### src/rtl/prbs_popcnt.sv
// Population count of a C_DWIDTH-bit vector.
// Latency: combinational.
// Backpressure: none.
module prbs_popcnt #(
    parameter int C_DWIDTH = 16
) (
    input  logic [C_DWIDTH-1:0]         I_dat,
    output logic [$clog2(C_DWIDTH+1)-1:0] O_cnt
);

    localparam int CW = $clog2(C_DWIDTH + 1);

    always_comb begin
        O_cnt = '0;
        for (int i = 0; i < C_DWIDTH; i++) begin
            O_cnt = O_cnt + CW'(I_dat[i]);
        end
    end

endmodule

### config.mk
export PLATFORM = sky130hd
export DESIGN_NAME = prbs_popcnt
export DESIGN_NICKNAME = d
export VERILOG_FILES = /design/src/rtl/prbs_popcnt.sv
export SDC_FILE = /design/constraint.sdc
export NUM_CORES = 1
export LEC_CHECK = 0
export ABC_AREA = 1
export CAP_MARGIN = 30
export CORE_AREA = 3 3 40 42
export DETAILED_ROUTE_END_ITERATION = 8
export DIE_AREA = 0 0 43 45
export GPL_ROUTABILITY_DRIVEN = 0
export GPL_TIMING_DRIVEN = 0
export PLACE_DENSITY = 0.66
export SLEW_MARGIN = 15
export SYNTH_ARGS = -nofsm -noshare
export SYNTH_HDL_FRONTEND = slang
export SYNTH_SLANG_ARGS = --single-unit
export TNS_END_PERCENT = 100
### constraint.sdc
create_clock -name vclk -period 15.05
set_input_delay 3.7625 -clock vclk [all_inputs]
set_output_delay 3.7625 -clock vclk [all_outputs]
set_load 0.02 [all_outputs]
# Word level (Yosys, flattened, before mapping)
# Index checks and enable logic that the tools add are counted.
# totals
ff_bits	0
inputBits	16
out_inout_bits	5
word_cells	15
# op_classes
add_sub_neg	15
# op_table
op	count
5-bit by 1-bit adder with 5-bit output	11
4-bit by 1-bit adder with 5-bit output	1
3-bit by 1-bit adder with 4-bit output	1
2-bit by 1-bit adder with 3-bit output	1
1-bit by 1-bit adder with 2-bit output	1

# Longest topological paths before layout
# Gate-level depths: netlist of the first run.
# logic_depth
word_depth	15
mapped_depth	13
mapped_depth_nobuf	13

# Worst setup path before layout of the first run
# No wires, ideal clock.
# synth_path
kind	input -> output
startpoint	input I_dat[0]
endpoint	output O_cnt[2]
t_arrival_ns	6.850
slack_ns	4.438
path_stages	10
n_path_buf	0
cell_sequence	inv_1 > fa_1 > fa_1 > fa_1 > fa_1 > inv_1 > ha_1 > inv_1 > fa_1 > xnor2_1
# synth_between
elab_chain_len	15
# synth_lines
item	line_no	text
start: declaration	7	input logic [C_DWIDTH-1:0] I_dat,
1-bit by 1-bit adder with 2-bit output	16	O_cnt = O_cnt + CW'(I_dat[i]);
2-bit by 1-bit adder with 3-bit output	16	
3-bit by 1-bit adder with 4-bit output	16	
4-bit by 1-bit adder with 5-bit output	16	
5-bit by 1-bit adder with 5-bit output (11 in series)	16	
end: declaration	8	output logic [$clog2(C_DWIDTH+1)-1:0] O_cnt
# Every way passes these cells.

# Worst setup path after layout of the first run
# Same ends and word-level chain as after synthesis.

==> results of run 1 <==
==> through the flow <==
step / setup slack [ps] / total power [µW] / instances
floorplan: 4440 / 66.1 / 56
global placement: 3500 / 103 / 92
detailed placement: 3480 / 105 / 92
CTS: 3480 / 106 / 92
global route: 3290 / 117 / 92
finish: 3510 / 104 / 92
==> kinds of logic after synthesis <==
| group | share of synthesized area (%) |
|---|---|
| adder cells (fa/ha/maj) | 61.2 |
| AO/OA/AOI/OAI | 2.62 |
| AND/OR/NAND/NOR | 8.74 |
| buffers and inverters | 25.4 |
| XOR/XNOR | 2.04 |
==> metal layers <==
layer  wire, µm  share of wire, %
met3         61               7.8
met5          0                 0
met2        441                57
met1        276                35
met4          0                 0
==> critical path, cell delays in order <==
cell	delay [ps]
clkdlybuf4s50_1	450
inv_1	50
fa_1	560
fa_1	450
fa_1	530
fa_1	420
inv_1	70
ha_1	180
inv_1	70
fa_1	460
xnor2_1	160
clkdlybuf4s50_1	620
==> area by class of cell <==
type	count	area (µm²)	share of cell area (%)
Inverter	29	109	16.5
Multi-Input combinational cell	27	320	48.7
Tap cell	15	18.8	2.85
Timing Repair Buffer	21	210	31.9
==> power breakdown <==
group	switching [µW]	leakage, µW	internal (µW)
Clock	0	0	0
Sequential	0	0	0
Combinational	53.0	0.000363	50.9
Total	53.0	0.000363	50.9
==> cells in the mapped netlist <==
| cell type | number |
|---|---|
| nor2_1 | 1 |
| fa_1 | 10 |
| ha_1 | 5 |
| o22ai_1 | 1 |
| inv_1 | 29 |
| a21oi_1 | 1 |
| xnor2_1 | 1 |
| nand2_1 | 5 |
| nand3_1 | 3 |
==> worst max path at each step <==
| stage | slack, ps | startpoint | cells past startpoint | endpoint |
|---|---|---|---|---|
| 4_1_cts | 3480 | I_dat[0] | 12 | O_cnt[2] |
| 5_1_grt | 3290 | I_dat[5] | 12 | O_cnt[2] |
| 6_report | 3510 | I_dat[0] | 12 | O_cnt[2] |
| 3_5_place_dp | 3480 | I_dat[0] | 12 | O_cnt[2] |
| 2_1_floorplan | 4440 | I_dat[0] | 10 | O_cnt[2] |
| 3_3_place_gp | 3500 | I_dat[0] | 12 | O_cnt[2] |
==> out/results.ini, run 1 <==
[die]
start_util_pct=33.4
fp.dieH_um=45
dieArea_um2=1940
die-width_um=43
ioPinCount=21
rows=13
core-area_um2=1280

[placement]
dpl-instance-area_um2=658
hpwl_um=765
port_buffers=21

[hold_path]
min_to=O_cnt[0]
hold-path-cell-count=3
min_from=I_dat[2]
min_path_type=input port to primary output

[setup_path]
required_ps=11290
crit_type=input port to primary output
worst-path-max-fanout=3
crit_arrival_ps=7780
start_kind=input port
critPathCaptureType=primary output

[sta]
tightestPinTransition_ps=221
slew-limit-headroom_pct=85.2
finalSetupTns_ps=0
fmaxAchievable_mhz=86.6
fin_crit_sh_pct=76.7
finalSetupViolCount=0
whs_ps=8710
finalHoldViolCount=0
rsz0062_at_grt=no
period_needed_ps=11540
finalMaxSlewViolations=0

[synthesis]
synth_area_leaders=fa_1 47%, inv_1 25%, ha_1 15%
yosysWarnings=0
seq_area_frac_synth_pct=0
synth_cells=56
synth_top_area_share_pct=46.6
synth_nets=87
synth_area_per_cell_um2=7.66
syn_area_um2=429
synthDistinctLibCells=9
synth_top_cell_by_area=fa_1

[final_layout]
n_fill_cell=131
layout_commonest_cell=inv_1
final_area_um2=658
insertedDiodeCount=0
n_clock_buffer=0
fin_nets=110
area_growth_pct=53.4
seq_cell_count=0
utilization_pct=51.2
final_layout_size_suffix_gt1_share_pct=0
seqCellArea_um2=0
final_cell_mix=29 x inv_1, 21 x clkdlybuf4s50_1, 10 x fa_1

[route]
ant_nets=0
viasPerCell=4.01
firstDrtPassIters=4
via_count=369
drc=0
wl_per_cell_um=8.47
wl_um=779
drt_iter0_drc=3

[grt]
met2_usage_pct=19.8
grt-busiest-layer=met2
antenna_found_initial=0
first_global_vias=383
grtUsageMet1_pct=11.4
overflow=0
gr-usage-all-layers_pct=9.60
grt_pass1_wl_um=1480
grt_start_max_net_pins=6
gr-usage-met3_pct=0.797

[clocking]
postCtsSetupBuffers=0
cts-hold-fix-buffers=0
cts.repair.resized=0

[pwr]
power.density_nw_per_um2=158
p_leak_uw=0.000363
ir_drop_mv=0.106

[job]
drv_cap=0

[outcome]
outcome=completed

No activity file was read; power rests on OpenSTA's default activity.
==> run 2, diff against run 1 <==
Clock period 15.05 ns to 11.7 ns, I/O delays scaled along.
==> results of run 2 <==
Same layout as run 1 (identical final DEF). Status: completed.
Among the figures that moved: setup slack after placement 3480 ps -> 1810 ps; setup slack after layout 3510 ps -> 1830 ps; hold slack 8710 ps -> 7040 ps; total power 104 µW -> 134 µW; worst IR drop on VDD 0.106 mV -> 0.137 mV
==> run 3, diff against run 2 <==
Settings changed: PLACE_DENSITY 0.66 to 0.69.
Clock period 11.7 ns to 8.5 ns, I/O delays scaled along.
==> run 3 against run 2 <==
  * Combinational power increased by 36%
  * Critical path depth unchanged
  * First-iteration DRC count decreased by 67%
==> out/results.ini, run 3 (synthesis results as in run 1) <==
[setup_path]
crit_arrival_ps=6170
required_ps=6380
startpoint=I_dat[0]
crit_type=input port to primary output
worst-path-max-fanout=3
start_kind=input port
critPathCaptureType=primary output

[sta]
fin_crit_sh_pct=97.5
period_needed_ps=8290
finalSetupViolCount=0
slew-limit-headroom_pct=85.7
whs_ps=5430
rsz0062_at_grt=no
finalMaxSlewViolations=0
finalHoldViolCount=0
worst_slack_ps=209
finalSetupTns_ps=0
fmaxAchievable_mhz=121
tightestPinTransition_ps=214

[die]
fp.dieH_um=45
ioPinCount=21
start_util_pct=33.4
dieArea_um2=1940
core-area_um2=1280
rows=13
die-width_um=43

[placement]
hpwl_um=741
preCtsSetupSlack_ps=169
port_buffers=21
dpl-instance-area_um2=658

[final_layout]
seq_cell_count=0
n_clock_buffer=0
final_cell_mix=29 x inv_1, 21 x clkdlybuf4s50_1, 10 x fa_1
final_layout_size_suffix_gt1_share_pct=0
multi_input_area_um2=320
n_fill_cell=134
fin_nets=110
final_area_um2=658
seqCellArea_um2=0
layout_commonest_cell=inv_1
insertedDiodeCount=0
area_growth_pct=53.4

[clocking]
postCtsSetupBuffers=0
cts.repair.resized=0
cts-hold-fix-buffers=0

[route]
firstDrtPassIters=2
ant_nets=0
viasPerCell=4.11
drc=0
wl_um=759
wl_per_cell_um=8.25
drt_iter0_drc=1
via_count=378

[grt]
overflow=0
gr-usage-all-layers_pct=8.57
grt_start_max_net_pins=6
grt_pass1_wl_um=1360
antenna_found_initial=0
first_global_vias=380

[pwr]
ir_drop_mv=0.255
power.density_nw_per_um2=277
p_leak_uw=0.000363
p_total_uw=182

[hold_path]
min_to=O_cnt[0]
min_from=I_dat[2]
min_path_type=input port to primary output
hold-path-cell-count=3

[outcome]
outcome=completed

[job]
drv_cap=0

==> run 3: cell counts in the layout (fill, tap and decap cells not counted) <==
No cell type changed its count.
==> run 3: how the worst max path moves through the flow <==
stage | endpoint | slack, ps
CTS | O_cnt[2] | 160
global route | O_cnt[2] | 20
detailed placement | O_cnt[2] | 170
finish | O_cnt[2] | 210
floorplan | O_cnt[2] | 1160
global placement | O_cnt[2] | 230
==> run 3: per-stage QoR <==
step / utilization (%) / cells
after floorplan: - / 56
after global placement: 51.2 / 92
after detailed placement: 51.2 / 92
after CTS: 51.2 / 92
after global routing: 51.2 / 92
final: 51.2 / 92
==> run 3: metal layers <==
metal	GRT usage, %	up-vias	part of all wire (%)	routed length (µm)
met5	0	-	0	0
met4	0	0	0	0
met3	0.797	0	9.0	68
met2	18.9	12	55	416
met1	9.16	174	36	274
li1	-	192	-	-
==> run 3: layout make-up <==
class / count / share of cell area, %
Timing Repair Buffer: 21 / 31.9
Tap cell: 15 / 2.85
Inverter: 29 / 16.5
Multi-Input combinational cell: 27 / 48.7
==> run 3: report_power, final <==
group          internal [µW]  leakage (µW)  switching [µW]
clock                      0             0               0
sequential                 0             0               0
combinational           89.8      0.000363            92.4
==> run 3: worst max-delay path, stage by stage <==
cell and delay (ps):
clkdlybuf4s50_1 450, inv_1 50, fa_1 570, fa_1 450, fa_1 550, fa_1 410, inv_1 70, ha_1 180
inv_1 70, fa_1 460, xnor2_1 170, clkdlybuf4s50_1 610
